==> src/rtl/tlu_pkg.sv <==
// tlu_pkg: shared constants and FSM encoding for the TLU receiver.
package tlu_pkg;

    localparam int TLU_ID_W     = 15;
    localparam int TLU_MIN_HALF = 2;

    typedef enum logic [4:0] {
        ST_IDLE     = 5'b00001,
        ST_WAIT_LOW = 5'b00010,
        ST_CLK_HI   = 5'b00100,
        ST_CLK_LO   = 5'b01000,
        ST_DONE     = 5'b10000
    } tlu_state_t;

    function automatic logic [7:0] half_period(input logic [7:0] div);
        return (div < 8'(TLU_MIN_HALF)) ? 8'(TLU_MIN_HALF) : div;
    endfunction

endpackage

==> src/rtl/tlu_sync2.sv <==
// tlu_sync2: two-flop synchronizer for asynchronous TLU lines.
module tlu_sync2 (
    input  logic i_clk,
    input  logic i_rst,
    input  logic i_d,
    output logic o_q
);

    logic r_meta;
    logic r_q;

    always_ff @(posedge i_clk or posedge i_rst) begin
        if (i_rst) begin
            r_meta <= 1'b0;
            r_q    <= 1'b0;
        end else begin
            r_meta <= i_d;
            r_q    <= r_meta;
        end
    end

    assign o_q = r_q;

endmodule

==> src/rtl/tlu_rx.sv <==
// tlu_rx: DUT-side TLU handshake; catches a trigger, clocks in the
// 15-bit trigger ID and hands it to the readout with valid/ack.
module tlu_rx
    import tlu_pkg::*;
#(
    parameter bit INV_OUT = 1'b0
) (
    input  logic        SYS_CLK,
    input  logic        SYS_RST,
    input  logic        ENABLE,
    input  logic [7:0]  CONF_CLK_DIV,
    input  logic [15:0] CONF_TIME_OUT,
    input  logic        TLU_TRIGGER,
    input  logic        TLU_RESET,
    output logic        TLU_BUSY,
    output logic        TLU_CLOCK,
    output logic [14:0] TRIG_ID,
    output logic        TRIG_VALID,
    input  logic        TRIG_ACK,
    output logic [31:0] TRIG_CNT,
    output logic        TIME_OUT
);

    tlu_state_t    r_state;
    logic          r_busy;
    logic          r_clk;
    logic          r_valid;
    logic          r_time_out;
    logic          r_armed;
    logic [15:0]   r_tmo;
    logic [7:0]    r_hcnt;
    logic [3:0]    r_bit;
    logic [14:0]   r_sr;
    logic [14:0]   r_id;
    logic [31:0]   r_cnt;

    logic          w_trig_s;
    logic          w_rst_s;
    logic [7:0]    w_half;
    logic [14:0]   w_sr_next;
    logic          w_last_bit;
    logic          w_frame_end;

    tlu_sync2 u_sync_trig (
        .i_clk (SYS_CLK),
        .i_rst (SYS_RST),
        .i_d   (TLU_TRIGGER ^ INV_OUT),
        .o_q   (w_trig_s)
    );

    tlu_sync2 u_sync_rst (
        .i_clk (SYS_CLK),
        .i_rst (SYS_RST),
        .i_d   (TLU_RESET ^ INV_OUT),
        .o_q   (w_rst_s)
    );

    assign w_half      = half_period(CONF_CLK_DIV);
    assign w_sr_next   = {w_trig_s, r_sr[14:1]};
    assign w_last_bit  = (r_bit == 4'(TLU_ID_W - 1));
    assign w_frame_end = (r_state == ST_CLK_LO) && (r_hcnt == 8'd0)
                         && w_last_bit;

    always_ff @(posedge SYS_CLK or posedge SYS_RST) begin
        if (SYS_RST) begin
            r_state    <= ST_IDLE;
            r_busy     <= 1'b0;
            r_clk      <= 1'b0;
            r_valid    <= 1'b0;
            r_time_out <= 1'b0;
            r_armed    <= 1'b0;
            r_tmo      <= 16'd0;
            r_hcnt     <= 8'd0;
            r_bit      <= 4'd0;
            r_sr       <= 15'd0;
            r_id       <= 15'd0;
        end else begin
            r_time_out <= 1'b0;
            r_armed    <= 1'b0;
            case (r_state)
                ST_IDLE: begin
                    // armed means trig_s was low last cycle in IDLE
                    r_armed <= ~w_trig_s;
                    if (r_armed && w_trig_s && ENABLE) begin
                        r_state <= ST_WAIT_LOW;
                        r_busy  <= 1'b1;
                        r_tmo   <= CONF_TIME_OUT;
                    end
                end
                ST_WAIT_LOW: begin
                    if (!w_trig_s) begin
                        r_state <= ST_CLK_HI;
                        r_clk   <= 1'b1;
                        r_hcnt  <= w_half - 8'd1;
                        r_bit   <= 4'd0;
                    end else if (CONF_TIME_OUT != 16'd0 && r_tmo == 16'd0) begin
                        r_state    <= ST_IDLE;
                        r_busy     <= 1'b0;
                        r_time_out <= 1'b1;
                    end else if (r_tmo != 16'd0) begin
                        r_tmo <= r_tmo - 16'd1;
                    end
                end
                ST_CLK_HI: begin
                    if (r_hcnt == 8'd0) begin
                        r_state <= ST_CLK_LO;
                        r_clk   <= 1'b0;
                        r_hcnt  <= w_half - 8'd1;
                    end else begin
                        r_hcnt <= r_hcnt - 8'd1;
                    end
                end
                ST_CLK_LO: begin
                    if (r_hcnt == 8'd0) begin
                        r_sr <= w_sr_next;
                        if (w_last_bit) begin
                            r_state <= ST_DONE;
                            r_id    <= w_sr_next;
                            r_valid <= 1'b1;
                        end else begin
                            r_state <= ST_CLK_HI;
                            r_clk   <= 1'b1;
                            r_hcnt  <= w_half - 8'd1;
                            r_bit   <= r_bit + 4'd1;
                        end
                    end else begin
                        r_hcnt <= r_hcnt - 8'd1;
                    end
                end
                ST_DONE: begin
                    if (TRIG_ACK && r_valid) begin
                        r_state <= ST_IDLE;
                        r_valid <= 1'b0;
                        r_busy  <= 1'b0;
                    end
                end
                default: begin
                    r_state <= ST_IDLE;
                    r_busy  <= 1'b0;
                    r_clk   <= 1'b0;
                    r_valid <= 1'b0;
                end
            endcase
        end
    end

    // master reset wins over a completing frame
    always_ff @(posedge SYS_CLK or posedge SYS_RST) begin
        if (SYS_RST) begin
            r_cnt <= 32'd0;
        end else if (w_rst_s) begin
            r_cnt <= 32'd0;
        end else if (w_frame_end) begin
            r_cnt <= r_cnt + 32'd1;
        end
    end

    assign TLU_BUSY   = r_busy ^ INV_OUT;
    assign TLU_CLOCK  = r_clk ^ INV_OUT;
    assign TRIG_ID    = r_id;
    assign TRIG_VALID = r_valid;
    assign TRIG_CNT   = r_cnt;
    assign TIME_OUT   = r_time_out;

endmodule

==> config.mk <==
export PLATFORM = sky130hd
export DESIGN_NAME = tlu_rx
export DESIGN_NICKNAME = d
export VERILOG_FILES = /design/src/rtl/tlu_pkg.sv /design/src/rtl/tlu_sync2.sv /design/src/rtl/tlu_rx.sv
export SDC_FILE = /design/constraint.sdc
export NUM_CORES = 1
export LEC_CHECK = 0
export ABC_AREA = 0
export CAP_MARGIN = 20
export CORE_UTILIZATION = 53
export CTS_CLUSTER_DIAMETER = 60
export DETAILED_ROUTE_END_ITERATION = 8
export PLACE_DENSITY = 0.86
export SYNTH_ARGS = -nofsm -noshare
export SYNTH_HDL_FRONTEND = slang
export SYNTH_HIERARCHICAL = 1
export SYNTH_SLANG_ARGS = --single-unit
==> constraint.sdc <==
create_clock -name SYS_CLK -period 6.25 [get_ports SYS_CLK]
set_input_delay 1.875 -clock SYS_CLK [delete_from_list [all_inputs] [get_ports SYS_CLK]]
set_output_delay 1.875 -clock SYS_CLK [all_outputs]
set_load 0.005 [all_outputs]
Word-level counts from Yosys, hierarchy flattened. Cells that the tools add are included.

Logic and storage cells: 113. Output and inout bits: 51. Flip-flop bits (word level): 104. Bits of input ports: 30.

Mux-type cells: 42. Add/subtract/negate cells: 5. Equal/unequal tests: 19. $lt $le $gt $ge: 1. Reduce and logical (&&, ||, !) cells: 26. Bitwise gates (word level): 4.

Operators with widths (number): 2-to-1 mux 16 bit (4); 2-to-1 mux 32 bit (2); 2-to-1 mux 8 bit (5); 2-to-1 mux 5 bit (7); adder 32 x 1 -> 32 bit, second input constant (1); one-hot mux 16 bit (2 select lines) (1); nonzero test 16 bit (2); one-hot mux 5 bit (5 select lines) (1); one-hot mux 8 bit (3 select lines) (1); AND reduction 5 bit (4); inequality test 2 bit, second input constant (9); logical NOT 16 bit (1); subtractor 16 x 1 -> 16 bit, second input constant (1); subtractor 8 x 1 -> 8 bit, second input constant (2); 2-to-1 mux 1 bit (14); 2-to-1 mux 4 bit (3); logical NOT 8 bit (1); < comparator 8 x 2 -> 1 bit, second input constant (1); one-hot mux 1 bit (4 select lines) (2); one-hot mux 4 bit (2 select lines) (1); AND reduction 4 bit (2); logical AND 1 bit (6); inequality test 3 bit, second input constant (2); AND reduction 3 bit (2); 15 further kinds (22).

Logic depth before layout (Yosys ltp).
Depth in word-level cells: 6. Mapped depth: 11. Mapped depth without buffers: 9.

Cells and area by module. The synthesis kept the hierarchy.

Modules (own cells, without submodules): tlu_rx (area each 5326.4 µm², sequential area each 2478.6 µm², instances 1, cells an instance 582); tlu_sync2 (area each 53.8 µm², sequential area each 50.0 µm², instances 2, cells an instance 3).

Least setup slack after synthesis. No wires, ideal clock.

Path kind: in2reg. Start: in CONF_CLK_DIV[6]. End: reg r_hcnt[6]. Buffers on the path: 0. Stages on the path: 8. Data required time: 6106 ps. Library setup time: 144 ps. Data arrival time: 3680 ps. Setup slack: 2425 ps. Cells stage by stage: or4_1 o41ai_1 ha_1 nand2b_1 nor4_1 xor2_1 o21ai_0 a21oi_1.

Longest elaborated chain between the ends: 6. Elaborated cells between the ends (all ways): 8. Those cells by class: add/sub: 1; order compare: 1; mux: 6.

Ends and longest elaborated chain: start, declared (RTL line tlu_rx.sv:11) `input logic [7:0] CONF_CLK_DIV,`; < comparator 8 x 2 -> 1 bit (RTL line tlu_pkg.sv:16) `return (div < 8'(TLU_MIN_HALF)) ? 8'(TLU_MIN_HALF) : div;`; 2-to-1 mux 8 bit * (RTL line tlu_pkg.sv:16); subtractor 8 x 1 -> 8 bit * (RTL line tlu_rx.sv:94, tlu_rx.sv:108, tlu_rx.sv:123); 2-to-1 mux 8 bit (RTL line tlu_rx.sv:116) `if (w_last_bit) begin`; 2-to-1 mux 8 bit (RTL line tlu_rx.sv:114) `if (r_hcnt == 8'd0) begin`; one-hot mux 8 bit (3 select lines) * (RTL line tlu_rx.sv:80) `case (r_state)`; end signal, assigned (RTL line tlu_rx.sv:94) `r_hcnt <= w_half - 8'd1;`; end signal, assigned (RTL line tlu_rx.sv:108) `r_hcnt <= w_half - 8'd1;`; end signal, assigned (RTL line tlu_rx.sv:123) `r_hcnt <= w_half - 8'd1;`; end, declared (RTL line tlu_rx.sv:31) `logic [7:0] r_hcnt;`.

Mark *: on every way between the ends. The rest lies on a longest branch, timed or not. The select of a mux whose other input is x is not followed. A chain may end at the register's enable or synchronous reset.

Worst setup path in the final report.
Start: in CONF_CLK_DIV[4]. End: reg r_hcnt[6].

Same word-level chain as after synthesis.

==> results.txt <==
----------------------------------------------------
[Outcome]
  Outcome ... finished, final reports clean

[Synth]
  Number of library cell types mapped by synthesis ... 63
  Top cell type's share of synthesized area ... about 47%
  Sequential cell area fraction in the yosys report ... a little under half
  Cell count after synthesis ... slightly below 600
  Warnings, synthesis ... 6
  Predominant post-synthesis flop cell ... dfrtp_1
  Top cell type by total area after synthesis ... dfrtp_1
  Syn Std Cell Area ... 5430 sq um
  Async set-or-reset flop fraction in the synthesized netlist ... 100%
  Synthesis-stage register bit count ... approximately 100
  Synth area leaders ... dfrtp_1 (47%), nand2_1 (5.4%), a21oi_1 (4.1%), nor2_1 (3.5%), mux2_2 (3.1%)
  Syn Area/Cell ... 9.24 sq um
  Number of synthesized flops with an enable pin ... 0
  Syn Nets ... approximately 630

[Setup path]
  Kind of capture point of the worst setup path ... register
  Arrival time worst endpoint ... 4460 ps
  Class of the most critical setup path ... in2reg
  Maximum net fanout on the critical path ... 4
  Cell family with the largest share of critical-path delay ... simple AND/OR/NAND/NOR gates
  Worst path cell trace ... clkdlybuf4s50_1, or4_1, o41ai_1, ha_1, nand2b_1, nor4_1, xor2_1, o21ai_0, a21oi_1
  Cell with the largest stage delay on the worst path ... or4_1
  Worst Path Required ... 6480 ps
  CP peak stage delay ... 590 ps
  Count of buffering cells on the critical path with inverters included ... 1
  Critical Path Start Type ... input port

[Pwr]
  Leakage power ... ~2.7 nW
  Portion of total power attributed to combinational logic ... between 20% and 30%
  Internal power ... 0.00107 W
  Total power per unit cell area ... 250 nW/um^2
  Switching component of the power ... around 0.00056 W
  Sequential power share ... a little over half
  Clock network fraction of design power ... between 20% and 30%
  Switching power share of the total ... between 30% and 40%
  VDD IR max ... 0.134 mV

[STA]
  RSZ-0062 raised after global routing ... no
  Final-report setup violation count ... 0
  Final clock skew ... ~14 ps
  Final clock period utilization by the worst path ... about 68%
  Final hold violation count ... 0
  FMAX ... 0.236 GHz
  Tightest slew margin relative to the limit ... a little under a third
  Slew at the pin with the worst max-slew slack ... ~1000 ps
  Total Neg Setup Slack ... 0 ps
  Clock period minus worst slack ... 4230 ps
  Final count of pins violating max slew ... 0

[Detailed routing]
  Post-detailed-route via-to-cell ratio ... slightly above 6
  Detailed-routing iteration count for the pre-antenna-repair pass ... 8
  Sum of routed wire length over all layers ... 12,500 um
  Via count ... 4,808
  DRC viols ... 0
  Routed len/inst ... ~16 um
  Final antenna-violating net count ... 0
  Drt initial violations ... 247

[CTS]
  TritonCTS clock tree ... built
  Clock root buffer ... clkbuf_8
  Number of buffers on the longest clock path ... 2
  Clk slew on worst S/H paths ... roughly 110 ps
  Post-CTS Setup Inserts ... 0
  Count of hold-fix buffers inserted at cts ... 0
  Worst-Skew Late Latency ... between 300 and 400 ps
  Post-CTS sizing ... 0
  H-tree levels ... 3
  Number of clock sinks ... 103
  Inserted Clock Buffers ... 9

[Global route]
  Met2 Track Usage GR ... between 40% and 50%
  Largest net degree at the start of global routing ... 60
  Overflow left after global routing ... 0
  Met1 GRT Util ... about a third
  Grt peak-use layer ... met2
  Met3 Resource Use GR ... about 3.3%
  Global router's overall resource usage ... between 20% and 30%
  Global-route wire length before repair ... around 21,000 um
  Number of global-route vias before repair ... approximately 4,500
  Number of antenna violations at the first check in global routing ... 0

[Die]
  Area inside the core boundary ... about 10000 sq um
  Number of I/O pins ... 81
  DIE WIDTH ... between 100 and 150 um
  Die Outline Area ... around 11,000 sq um
  Die outline height ... roughly 100 um
  Initial standard-cell utilization of the core ... between 50% and 60%
  Count of standard-cell rows ... 36

[Flow run]
  # Max-Cap Violations ... 0

[Cells and area]
  Commonest non-fill, non-tap cells in the layout ... dfrtp_1 (102), clkdlybuf4s50_1 (80), nand2_1 (78)
  Fraction of layout cells with a size suffix above 1 ... just over 7%
  Layout overhead on the synthesized area ... 19.9%
  Final std cells w/o fill ... around 790
  Nets ... slightly below 700
  Leading cell type in the layout, fill and taps excluded ... dfrtp_1
  Fillcell total ... ~760
  Antenna fix cells ... 0

[Place]
  Total instance count after detailed placement ... ~780
  Input/output buffers ... 80
  Detailed Place HPWL ... just under 9000 um
  Weighted congestion reported at the end of routability-driven placement ... approximately 0.86

[Worst hold path]
  Worst hold path class ... reg2reg

----------------------------------------------------
[power by group through the flow]
stage	Clock, W	Sequential [W]	Combinational (W)
4_1_cts	0.000424	0.000865	0.000345
3_3_place_gp	0	0.000871	0.000326
2_1_floorplan	0	0.000843	0.000271
6_report	0.000417	0.000868	0.000346
3_5_place_dp	0	0.000878	0.000343
5_1_grt	0.000449	0.000884	0.000391
[Yosys cell counts, types with 4 or more instances]
cell      number
nor3_1        11
and4_1         5
ha_1           7
nand2_1       78
clkbuf_1      18
o21a_1         4
and3_1         6
buf_2          7
o22ai_1        4
nand4_1       17
o31ai_1        9
o21ai_0       25
or4_1          9
a21oi_1       45
mux2_2        15
xor2_1         4
xnor2_1       12
and2_1         7
inv_1         17
o22a_1        10
nor2b_1        6
dfrtp_1      102
nor2_1        51
a31oi_1       11
or3_1         15
nor4_1        17
nand3_1       25
[final cells by class]
class / count / area, sq um / area share, %
Clock buffer: 9 / 124 / 1.90
Clock inverter: 7 / 73.8 / 1.13
Inverter: 17 / 66.3 / 1.02
Multi-Input combinational cell: 443 / 2690 / 41.3
Sequential cell: 103 / 2580 / 39.6
Tap cell: 133 / 166 / 2.55
Timing Repair Buffer: 82 / 816 / 12.5
[metal layers]
layer / up-vias / share of wire (%)
met5: - / 0
met3: 23 / 5.2
met2: 172 / 48
met1: 2308 / 45
li1: 2305 / -
met4: 0 / 2.0
[flip-flops by register name (all words and copies together) (netlist names)]
name                count
r_sr                   14
u_sync_trig/r_meta      1
TLU_CLOCK               1
TRIG_CNT               32
u_sync_rst/r_meta       1
r_bit                   4
r_armed                 1
TIME_OUT                1
u_sync_rst/o_q          1
u_sync_trig/o_q         1
TLU_BUSY                1
r_state                 5
TRIG_VALID              1
r_tmo                  16
r_hcnt                  8
TRIG_ID                15
[cells by family after synthesis]
logic type | Yosys count | synth area share, %
AOI/OAI and AO/OA | 141 | 16.7
xor gates and xnor gates | 16 | 2.58
adders and majority gates | 7 | 1.61
buffers and inverters | 42 | 3.06
DFF | 103 | 47.5
muxes | 16 | 3.29
and+or+nand+nor | 263 | 25.3
[worst reg2reg max path, stage by stage, from the launching register on]
cell and delay, ps:
dfrtp_1 430, inv_1 100, ha_1 140, nor3b_1 440, and2_0 710, nand2_1 620
o31a_1 450, o21a_1 180
[worst paths after layout]
kind,start,endpoint,slack (ps),cells after the start
max,CONF_CLK_DIV[4],r_hcnt[6],2020,9
min,u_sync_trig/r_meta,u_sync_trig/o_q,350,0
max reg2reg,r_hcnt[0],TRIG_CNT[26],3100,7
min reg2reg,u_sync_trig/r_meta,u_sync_trig/o_q,350,0
max in group asynchronous,SYS_RST,TRIG_CNT[15],3190,3
min in group asynchronous,SYS_RST,u_sync_trig/o_q,1800,2
[through the flow]
stage               setup slack (ps)  area [sq um]  util (%)  hold WS (ps)  power, W
floorplan                       1790          5430         -           331   0.00111
global placement                1850          6320      64.0           338   0.00120
detailed placement              1630          6320      64.0           342   0.00122
CTS                             2000          6510      66.0           351   0.00163
global route                    1700          6510      66.0           364   0.00172
finish                          2020          6510      66.0           352   0.00163
Power figures use the tool's default switching activity.
